<file path="src/rtl/seg7_display_ctrl.sv">
// rtl/seg7_display_ctrl.sv - multi-digit 7-segment controller with frame-aligned loads, blanking, blink and scan
module seg7_display_ctrl #(
    parameter int DIGITS    = 6,
    parameter int SCAN_DIV  = 50000,
    parameter int BLINK_DIV = 25000000
) (
    input  logic                  iCLK,
    input  logic                  iRST_N,
    input  logic [4*DIGITS-1:0]   iDIG,
    input  logic [DIGITS-1:0]     iDP_MASK,
    input  logic [DIGITS-1:0]     iBLINK_MASK,
    input  logic                  iBLANK_LZ,
    input  logic                  iLOAD,
    output logic                  oREADY,
    output logic [8*DIGITS-1:0]   oSEG,
    output logic [7:0]            oSCAN_SEG,
    output logic [DIGITS-1:0]     oSCAN_SEL
);

    localparam int IDX_W = (DIGITS > 1) ? $clog2(DIGITS) : 1;
    localparam int DIV_W = (SCAN_DIV > 1) ? $clog2(SCAN_DIV) : 1;
    localparam int BLK_W = (BLINK_DIV > 1) ? $clog2(BLINK_DIV) : 1;
    localparam logic [DIV_W-1:0] DIV_LAST = DIV_W'(SCAN_DIV - 1);
    localparam logic [IDX_W-1:0] IDX_LAST = IDX_W'(DIGITS - 1);
    localparam logic [BLK_W-1:0] BLK_LAST = BLK_W'(BLINK_DIV - 1);

    function automatic logic [7:0] hex_to_seg(input logic [3:0] nib);
        logic [7:0] seg;
        case (nib)
            4'h0: seg = 8'hC0;
            4'h1: seg = 8'hF9;
            4'h2: seg = 8'hA4;
            4'h3: seg = 8'hB0;
            4'h4: seg = 8'h99;
            4'h5: seg = 8'h92;
            4'h6: seg = 8'h82;
            4'h7: seg = 8'hF8;
            4'h8: seg = 8'h80;
            4'h9: seg = 8'h90;
            4'hA: seg = 8'h88;
            4'hB: seg = 8'h83;
            4'hC: seg = 8'hC6;
            4'hD: seg = 8'hA1;
            4'hE: seg = 8'h86;
            default: seg = 8'h8E;
        endcase
        return seg;
    endfunction

    logic [DIV_W-1:0]    r_div;
    logic [IDX_W-1:0]    r_idx;
    logic [BLK_W-1:0]    r_blk_cnt;
    logic                r_phase;
    logic                r_pending;
    logic                r_ready;
    logic [4*DIGITS-1:0] r_sh_dig;
    logic [DIGITS-1:0]   r_sh_dp;
    logic [DIGITS-1:0]   r_sh_blink;
    logic                r_sh_lz;
    logic [4*DIGITS-1:0] r_act_dig;
    logic [DIGITS-1:0]   r_act_dp;
    logic [DIGITS-1:0]   r_act_blink;
    logic                r_act_lz;
    logic [8*DIGITS-1:0] r_seg;
    logic [7:0]          r_scan_seg;
    logic [DIGITS-1:0]   r_scan_sel;

    logic                w_div_tc;
    logic                w_frame;
    logic                w_accept;
    logic                w_apply;
    logic                w_pending_n;
    logic                w_blk_tc;
    logic                w_phase_n;
    logic [DIV_W-1:0]    w_div_n;
    logic [IDX_W-1:0]    w_idx_n;
    logic [BLK_W-1:0]    w_blk_n;
    logic [4*DIGITS-1:0] w_act_dig_n;
    logic [DIGITS-1:0]   w_act_dp_n;
    logic [DIGITS-1:0]   w_act_blink_n;
    logic                w_act_lz_n;
    logic [8*DIGITS-1:0] w_code;
    logic [7:0]          w_scan_seg_n;
    logic [DIGITS-1:0]   w_scan_sel_n;
    logic                w_leading;
    logic [3:0]          w_nib;
    logic [7:0]          w_digit;

    always_comb begin
        w_div_tc    = (r_div == DIV_LAST);
        w_frame     = w_div_tc && (r_idx == IDX_LAST);
        w_accept    = iLOAD && r_ready;
        w_apply     = w_frame && r_pending;
        w_pending_n = w_accept || (r_pending && !w_apply);
        w_div_n     = w_div_tc ? '0 : r_div + DIV_W'(1);
        w_idx_n     = r_idx;
        if (w_div_tc) begin
            w_idx_n = (r_idx == IDX_LAST) ? '0 : r_idx + IDX_W'(1);
        end
        w_blk_tc  = (r_blk_cnt == BLK_LAST);
        w_blk_n   = w_blk_tc ? '0 : r_blk_cnt + BLK_W'(1);
        w_phase_n = r_phase ^ w_blk_tc;
    end

    // Codes are built from next-cycle state so the registered outputs change on the same edge as the active set.
    always_comb begin
        w_act_dig_n   = w_apply ? r_sh_dig   : r_act_dig;
        w_act_dp_n    = w_apply ? r_sh_dp    : r_act_dp;
        w_act_blink_n = w_apply ? r_sh_blink : r_act_blink;
        w_act_lz_n    = w_apply ? r_sh_lz    : r_act_lz;
        w_code        = '0;
        w_leading     = w_act_lz_n;
        w_nib         = '0;
        w_digit       = 8'hFF;
        for (int k = DIGITS - 1; k >= 0; k--) begin
            w_nib   = w_act_dig_n[4*k +: 4];
            w_digit = hex_to_seg(w_nib);
            if (w_act_dp_n[k]) begin
                w_digit[7] = 1'b0;
            end
            if (w_nib != 4'd0 || w_act_dp_n[k]) begin
                w_leading = 1'b0;
            end
            if (w_leading && k != 0) begin
                w_digit = 8'hFF;
            end
            if (w_phase_n && w_act_blink_n[k]) begin
                w_digit = 8'hFF;
            end
            w_code[8*k +: 8] = w_digit;
        end
    end

    always_comb begin
        w_scan_seg_n = 8'hFF;
        for (int k = 0; k < DIGITS; k++) begin
            if (IDX_W'(k) == w_idx_n) begin
                w_scan_seg_n = w_code[8*k +: 8];
            end
        end
        w_scan_sel_n = ~(DIGITS'(1) << w_idx_n);
    end

    always_ff @(posedge iCLK) begin
        if (!iRST_N) begin
            r_div       <= '0;
            r_idx       <= '0;
            r_blk_cnt   <= '0;
            r_phase     <= 1'b0;
            r_pending   <= 1'b0;
            r_ready     <= 1'b1;
            r_sh_dig    <= '0;
            r_sh_dp     <= '0;
            r_sh_blink  <= '0;
            r_sh_lz     <= 1'b0;
            r_act_dig   <= '0;
            r_act_dp    <= '0;
            r_act_blink <= '0;
            r_act_lz    <= 1'b0;
            r_seg       <= {DIGITS{8'hC0}};
            r_scan_seg  <= 8'hC0;
            r_scan_sel  <= ~DIGITS'(1);
        end else begin
            r_div       <= w_div_n;
            r_idx       <= w_idx_n;
            r_blk_cnt   <= w_blk_n;
            r_phase     <= w_phase_n;
            r_pending   <= w_pending_n;
            r_ready     <= !w_pending_n;
            if (w_accept) begin
                r_sh_dig   <= iDIG;
                r_sh_dp    <= iDP_MASK;
                r_sh_blink <= iBLINK_MASK;
                r_sh_lz    <= iBLANK_LZ;
            end
            r_act_dig   <= w_act_dig_n;
            r_act_dp    <= w_act_dp_n;
            r_act_blink <= w_act_blink_n;
            r_act_lz    <= w_act_lz_n;
            r_seg       <= w_code;
            r_scan_seg  <= w_scan_seg_n;
            r_scan_sel  <= w_scan_sel_n;
        end
    end

    assign oREADY    = r_ready;
    assign oSEG      = r_seg;
    assign oSCAN_SEG = r_scan_seg;
    assign oSCAN_SEL = r_scan_sel;

endmodule

</file>
<file path="config.mk">
export PLATFORM = sky130hd
export DESIGN_NAME = seg7_display_ctrl
export DESIGN_NICKNAME = d
export VERILOG_FILES = /design/src/rtl/seg7_display_ctrl.sv
export SDC_FILE = /design/constraint.sdc
export NUM_CORES = 1
export LEC_CHECK = 0
export BUFFER_PORTS_ARGS = -buffer_cell sky130_fd_sc_hd__buf_2
export CORE_MARGIN = 8
export CORE_UTILIZATION = 35
export CTS_CLUSTER_SIZE = 24
export DETAILED_ROUTE_END_ITERATION = 6
export HOLD_SLACK_MARGIN = 0.08
export SLEW_MARGIN = 25
export SYNTH_ARGS = -nofsm -noshare
export SYNTH_HDL_FRONTEND = slang
export SYNTH_SLANG_ARGS = --single-unit
</file>
<file path="constraint.sdc">
create_clock -name iCLK -period 5.3 [get_ports iCLK]
set_input_delay 0.53 -clock iCLK [delete_from_list [all_inputs] [get_ports iCLK]]
set_output_delay 0.53 -clock iCLK [all_outputs]
set_load 0.01 [all_outputs]
</file>
==> parameters.txt, run 1 <==
Parameter                              Value

Worst setup path
  Peak fanout along the critical path    30
  CP Data Required Time    5.65 ns
  Critical path start-end classification    register to register
  Slack of the worst reg-to-reg path    0.61 ns
  Worst Setup End Kind    register
  Data arrival time of the critical path    5.04 ns
  Critical Path Source Type    register

Synth
  Gate count after technology mapping    1091
  Mux contribution to synthesized area    5.99%
  Unique cell type count in the Yosys netlist    84
  Commonest register cell after synthesis    sky130_fd_sc_hd__dfxtp_1
  Async S/R FF share, synth    0%
  Most numerous cell types in the synthesized netlist    183 x sky130_fd_sc_hd__dfxtp_1, 146 x sky130_fd_sc_hd__nand2_1, 141 x sky130_fd_sc_hd__nor2_1, 85 x sky130_fd_sc_hd__a21oi_1, 44 x sky130_fd_sc_hd__mux2i_1
  Fraction of the mapped netlist area in simple logic gates    24.3%
  Main combinational cell family by area after synthesis    simple AND/OR/NAND/NOR gates
  Fraction of synthesized cell area in xor and xnor cells    3.37%
  Yosys top cell area share    40.2%
  Most frequent cell after synthesis    sky130_fd_sc_hd__dfxtp_1
  Area share of fa/ha/maj cells after synthesis    4.81%
  Main area contributors after synthesis    sky130_fd_sc_hd__dfxtp_1 40%, sky130_fd_sc_hd__nand2_1 6.0%, sky130_fd_sc_hd__nor2_1 5.8%
  Number of warning messages in the yosys log    0
  Register area share after synthesis    40.2%
  Synthesized Nets    1166
  Number of enable flip-flop cells after synthesis    0
  Compound-gate portion of the synthesized area    17.3%
  Flops & latches, synth    183
  Post-synthesis instance area    9100 um2
  Library cell occupying the most area in the post-synthesis netlist    sky130_fd_sc_hd__dfxtp_1
  Mean area per synthesized cell    8.35 um2

Flow run
  Max Cap Viol    0

Floorplan
  Full die area    31400 um2
  CORE AREA    25800 um2
  Num ports    103
  Die boundary height    177 um
  Row Count    59
  Horizontal die dimension    177 um
  Initial cell density of the core    35.2%

Global routing
  Global router's overall resource usage    17.4%
  GRT Residual Overflow    0
  Number of global-route vias before repair    7991
  Antenna violations before repair    0
  Wire length of the first global-routing pass    43.7 mm
  Maximum number of pins on one net before global-route repair    73

Power and ir drop
  Worst ir drop on vdd    0.178 mV
  Switching share of total power    23.6%
  Cell-internal power    2.20 mW
  Leakage    4.41 nW
  Fraction of power consumed by sequential logic    49.5%
  Share of total power in combinational logic    3.6%
  Power density of the placed cells    274 nW/um2
  Clock network fraction of design power    46.9%
  Total Power    2.88 mW
  Switch Pwr    0.680 mW

Cells and area
  Multi-input logic area    5080 um2
  FF+latch area    3660 um2
  End-of-flow core utilization    40.7%
  Layout filler cell count    2650
  Area delta synth->final    15.4%
  Final net count    1246
  Proportion of layout cells with a drive suffix above 1    14.5%
  Antenna diode count    0

Timing
  Fin. Hold Viols    0
  Transition at the pin with the smallest max-transition slack    0.998 ns
  Post-layout worst setup margin    0.612 ns
  Period Utilization, post-route    88.4%
  Layout Skew    0.0170 ns
  Max Freq    0.213 GHz
  Setup repair after global routing missed its margin    false
  Post-route setup TNS    0 ns
  Count of endpoints failing setup in the final report    0
  Count of final max-slew check failures    0
  Min cycle time layout    4.69 ns
  Max_slew headroom    33.3%

Worst hold path
  Hold WC Path Type    primary input to register

Clock network
  Worst-skew pair later-pin latency    0.44 ns
  Count of hold-fix buffers inserted at cts    0
  CTS tree    built
  CTS-repair resized insts    0
  Number of clock buffers inserted by TritonCTS    17
  CTS H-tree lvls    4
  Buffers inserted by post-CTS timing repair    0
  Number of buffers on the longest clock path    2
  Root Buffer    sky130_fd_sc_hd__clkbuf_16
  Clock transition at the registers of the reported paths    0.07 ns
  Clock sink count    183

Place
  Worst setup slack before clock tree synthesis    0.699 ns
  Final GP Congestion    0.924
  HPWL reported at the end of detailed placement    19.9 mm
  Number of port buffers    102

Drt
  Via count    8239
  WL final    27.7 mm
  Count of unresolved DRC violations after routing    0
  1st-pass router iterations    7
  Drt first-iter violations    715
  Antenna Nets Post-Route    0
  Routed wire per std cell    18.3 um
  Vias per Instance    5.42

Outcome
  Result of the run    finished, final reports clean
[critical path, cell delays in order, from the launching register on]
cell and delay, ns:
sky130_fd_sc_hd__dfxtp_1 0.35, sky130_fd_sc_hd__or4b_4 0.57, sky130_fd_sc_hd__nor4_4 0.38, sky130_fd_sc_hd__nand2_4 0.34, sky130_fd_sc_hd__mux2i_1 0.57, sky130_fd_sc_hd__ha_1 0.34, sky130_fd_sc_hd__nor4b_1 0.26, sky130_fd_sc_hd__buf_4 0.18
sky130_fd_sc_hd__nand4_1 0.13, sky130_fd_sc_hd__a2111oi_0 0.45, sky130_fd_sc_hd__a41oi_1 0.11, sky130_fd_sc_hd__o21a_1 0.22, sky130_fd_sc_hd__and3_1 0.17, sky130_fd_sc_hd__o221a_2 0.27, sky130_fd_sc_hd__o32ai_2 0.23
[path summary, 6_finish.rpt]
check	start	endpoint	cells past startpoint
worst max-delay path	r_div[5]	oSCAN_SEG[5]	14
worst min-delay path	iDIG[18]	r_sh_dig[18]	3
worst max register to register	r_div[5]	oSCAN_SEG[5]	14
worst min register to register	r_div[0]	r_div[0]	1
[per-stage QoR]
step / instances / area (um2) / hold slack (ns)
3_5_place_dp: 1487 / 9890 / 0.443
5_1_grt: 1519 / 10500 / 0.328
6_report: 1519 / 10500 / 0.329
4_1_cts: 1519 / 10500 / 0.318
2_1_floorplan: 1091 / 9100 / 0.426
3_3_place_gp: 1487 / 9890 / 0.440
[layout by cell type, fill, tap and decap left out, drive strengths merged, types with 19 or more instances in the layout]
cell / instances
a21oi: 87
nand3: 34
dfxtp: 183
clkbuf: 20
o21ai: 39
nor3: 24
mux2i: 46
and3: 19
buf: 114
nor2: 143
nand2: 147
ha: 35
xor2: 21
inv: 37
[per-layer routing]
| metal | vias to the layer above | wire, um | GRT usage (%) |
|---|---|---|---|
| li1 | 4010 | - | - |
| met1 | 3885 | 12900 | 23.5 |
| met2 | 303 | 12300 | 27.3 |
| met3 | 41 | 1980 | 3.19 |
| met4 | 0 | 519 | 6.18 |
| met5 | - | 0 | 0 |
[power groups by stage]
stage	Clock, mW	Combinational, mW	Sequential (mW)
3_3_place_gp	0	0.104	1.46
6_report	1.35	0.105	1.43
5_1_grt	1.43	0.117	1.43
3_5_place_dp	0	0.105	1.46
4_1_cts	1.37	0.105	1.42
2_1_floorplan	0	0.0716	1.44
[registers in the layout, indices dropped and copies added (netlist names)]
name and count:
r_act_dp 6, r_blk_cnt 25, oSCAN_SEL 6, oSCAN_SEG 8
r_sh_dig 24, r_div 16, r_sh_lz 1, r_act_blink 6
oREADY 1, r_act_dig 24, r_act_lz 1, r_phase 1
r_sh_dp 6, r_pending 1, oSEG 48, r_sh_blink 6
r_idx 3
[cells by family (layout without fill, tap and decap cells)]
| family | after synthesis | count (layout) |
|---|---|---|
| simple gates | 462 | 462 |
| compound gates | 237 | 237 |
| flops | 183 | 183 |
| buf+inv | 88 | 181 |
| mux | 51 | 51 |
| fa+ha+maj | 35 | 35 |
| xor+xnor | 35 | 35 |
[cell type report]
cell class,instances,share of cell area (%)
flip-flops and latches,183,34.9
inverters,35,1.26
repair buffers,114,5.71
clock buffers,20,4.25
clock inverters,12,1.61
well taps,335,3.99
multi-input cells,820,48.3
(Power assumes the default switching activity.)
==> run 2: changes to the inputs <==
==> constraint.sdc (replaced) <==
create_clock -name iCLK -period 5.3 [get_ports iCLK]
set_input_delay 0.265 -clock iCLK [delete_from_list [all_inputs] [get_ports iCLK]]
set_output_delay 0.265 -clock iCLK [all_outputs]
set_load 0.01 [all_outputs]
==> run 2 against run 1 <==
Compared with the run above: die area stayed put; clock power hardly changed; highest routed layer unchanged; critical endpoint unchanged; routed wire length is 0.51% higher; cell count is 2.1% higher.
==> parameters.txt, run 2 (same netlist as run 1, synthesis figures left out) <==
Parameter                              Value

Outcome
  Result of the run    finished, final reports clean

Cells and area
  Antenna diode count    0 (unchanged)
  Proportion of layout cells with a drive suffix above 1    14.1% (-0.38 points)
  Commonest non-fill, non-tap cell in the layout    sky130_fd_sc_hd__dfxtp_1
  Final net count    1278 (+2.6%)
  Non-filler instance count after layout    1551 (+2.1%)
  Area delta synth->final    18.9%
  Most used cells in the layout excluding fill and tap cells    183 x sky130_fd_sc_hd__dfxtp_1, 146 x sky130_fd_sc_hd__nand2_1, 141 x sky130_fd_sc_hd__nor2_1
  End-of-flow core utilization    41.9% (+1.2 points)
  Largest register FFs    48 (unchanged)

Place
  Number of port buffers    102 (unchanged)
  HPWL reported at the end of detailed placement    19.9 mm (unchanged)
  Final GP Congestion    0.924 (unchanged)
  Inst Count DP    1487 (unchanged)

Drt
  Antenna Nets Post-Route    0 (unchanged)
  1st-pass router iterations    7 (unchanged)
  Count of unresolved DRC violations after routing    0 (unchanged)
  Routed length on met3    1.98 mm (-0.25%)
  Uppermost layer routed    met4
  Met2 routed WL    12.4 mm (+0.33%)
  M1 WL    13.0 mm (+0.47%)
  Vias per Instance    5.41 (-0.22%)
  Routed wire per std cell    18.0 um (-1.6%)
  Drt first-iter violations    716 (+0.14%)
  Via count    8394 (+1.9%)
  WL final    27.9 mm (+0.51%)

Global routing
  Number of global-route vias before repair    8108 (+1.5%)
  Antenna violations before repair    0 (unchanged)
  Wire length of the first global-routing pass    44.1 mm (+0.95%)
  GRT Residual Overflow    0 (unchanged)
  Global router's overall resource usage    17.5% (+0.13 points)
  Maximum number of pins on one net before global-route repair    73 (unchanged)

Clock network
  CTS H-tree lvls    4 (unchanged)
  Clock transition at the registers of the reported paths    0.07 ns (about the same)
  Clock sink count    183 (unchanged)
  CTS tree    built
  CTS-repair resized insts    0 (unchanged)
  Worst-skew pair later-pin latency    0.44 ns (about the same)
  Number of clock buffers inserted by TritonCTS    17 (unchanged)
  Root Buffer    sky130_fd_sc_hd__clkbuf_16
  Number of buffers on the longest clock path    2 (unchanged)

Worst hold path
  Terminating pin of the worst hold path    r_sh_dig[3]
  Source of the worst hold timing path    iDIG[3]
  Hold WC Path Type    primary input to register
  Count of cells along the worst hold path    3 (unchanged)

Floorplan
  Row Count    59 (unchanged)
  Horizontal die dimension    177 um (unchanged)
  CORE AREA    25800 um2 (unchanged)
  Initial cell density of the core    35.2% (unchanged)
  Full die area    31400 um2 (unchanged)
  Num ports    103 (unchanged)
  Die boundary height    177 um (unchanged)

Worst setup path
  Slack of the worst reg-to-reg path    0.60 ns (about the same)
  Data arrival time of the critical path    5.05 ns (about the same)
  Cell count of the worst reg-to-reg path    14 (unchanged)
  CP Data Required Time    5.65 ns (about the same)
  Slowest stage cell, crit path    sky130_fd_sc_hd__or4b_4
  Critical Path Source Type    register
  Series of cell instances along the critical path    or4b_4, nor4_4, nand2_4, mux2i_1, ha_1, nor4b_1, buf_4, nand4_1, a2111oi_0, a41oi_1, o21a_1, and3_1, o221a_2, o32ai_2
  Peak fanout along the critical path    30 (unchanged)
  Peak per-stage delay on the critical path    0.57 ns (about the same)
  Worst Setup End Kind    register
  Beginning of the worst register-to-register path    r_div[5]
  Critical path launch point    r_div[5]
  Critical path start-end classification    register to register
  Reg-to-reg critical path endpoint    oSCAN_SEG[5]

Timing
  Count of final max-slew check failures    0 (unchanged)
  Count of endpoints failing setup in the final report    0 (unchanged)
  Layout Skew    0.0171 ns (+0.000132 ns)
  Period Utilization, post-route    88.6% (+0.20 points)
  Fin. Hold Viols    0 (unchanged)
  Post-route setup TNS    0 ns (unchanged)
  Max_slew headroom    33.6% (+0.35 points)
  Transition at the pin with the smallest max-transition slack    0.993 ns (-0.00527 ns)
  Min cycle time layout    4.70 ns (+0.0105 ns)
  Max Freq    0.213 GHz (-0.22%)
  Setup repair after global routing missed its margin    false

Power and ir drop
  Total Power    2.90 mW (+0.63%)
  Leakage    4.54 nW (+3.0%)
  Worst ir drop on vdd    0.179 mV (+0.67%)
  Power density of the placed cells    268 nW/um2 (-2.3%)

Flow run
  Max Cap Viol    0 (unchanged)
[run 2: cell count changes in the layout (fill, tap and decap cells not counted), sizes merged]
| cell | change |
|---|---|
| dlygate4sd3 | +32 |
[run 2: worst max path at each step]
stage / endpoint / slack (ns) / cells after the start
finish: oSCAN_SEG[5] / 0.60 / 14
floorplan: oSCAN_SEG[5] / 0.59 / 16
CTS: oSCAN_SEG[5] / 0.65 / 14
global placement: oSCAN_SEG[5] / 0.85 / 14
detailed placement: oSCAN_SEG[5] / 0.70 / 14
global route: oSCAN_SEG[5] / 0.18 / 14
[run 2: what timing repair did]
item / in CTS / in global routing
hold buffers: 32 / 0
hold endpoints to repair: 32 / 0
buffers inserted: 0 / 0
[run 2: area by class of cell]
type / count / area (um2)
fill: 2626 / 15000
multi-input combinational: 820 / 5080
sequential: 183 / 3660
timing repair buffer: 146 / 921
clock buffer: 20 / 447
tap: 335 / 419
clock inverter: 12 / 169
inverter: 35 / 133
[run 2: per-stage QoR]
stage	worst slack [ns]	instance area (um2)	hold WS, ns
global placement	0.852	9890	0.440
CTS	0.651	10800	0.0825
global route	0.181	10800	0.0874
detailed placement	0.699	9890	0.443
finish	0.602	10800	0.0923
floorplan	0.590	9100	0.401
[run 2: power breakdown]
group | total [mW] | leakage (nW) | switching (mW) | internal, mW
Combinational | 0.123 | 2.76 | 0.0708 | 0.0519
Clock | 1.35 | 0.299 | 0.583 | 0.766
Sequential | 1.43 | 1.48 | 0.0289 | 1.40
Total | 2.90 | 4.54 | 0.682 | 2.21
[run 2: critical path, delay by kind of cell, from the launching register on]
kind	cells	cell delay (ns)
DFF	1	0.35
muxes	1	0.57
and+or+nand+nor	6	1.87
adders and majority gates	1	0.34
buffers and inverters	1	0.19
AOI/OAI and AO/OA	5	1.27
[run 2: metal layers]
metal	up-vias	GRT usage [%]
met5	-	0
met4	0	6.18
met3	44	3.06
met2	322	27.6
met1	3954	23.7
li1	4074	-
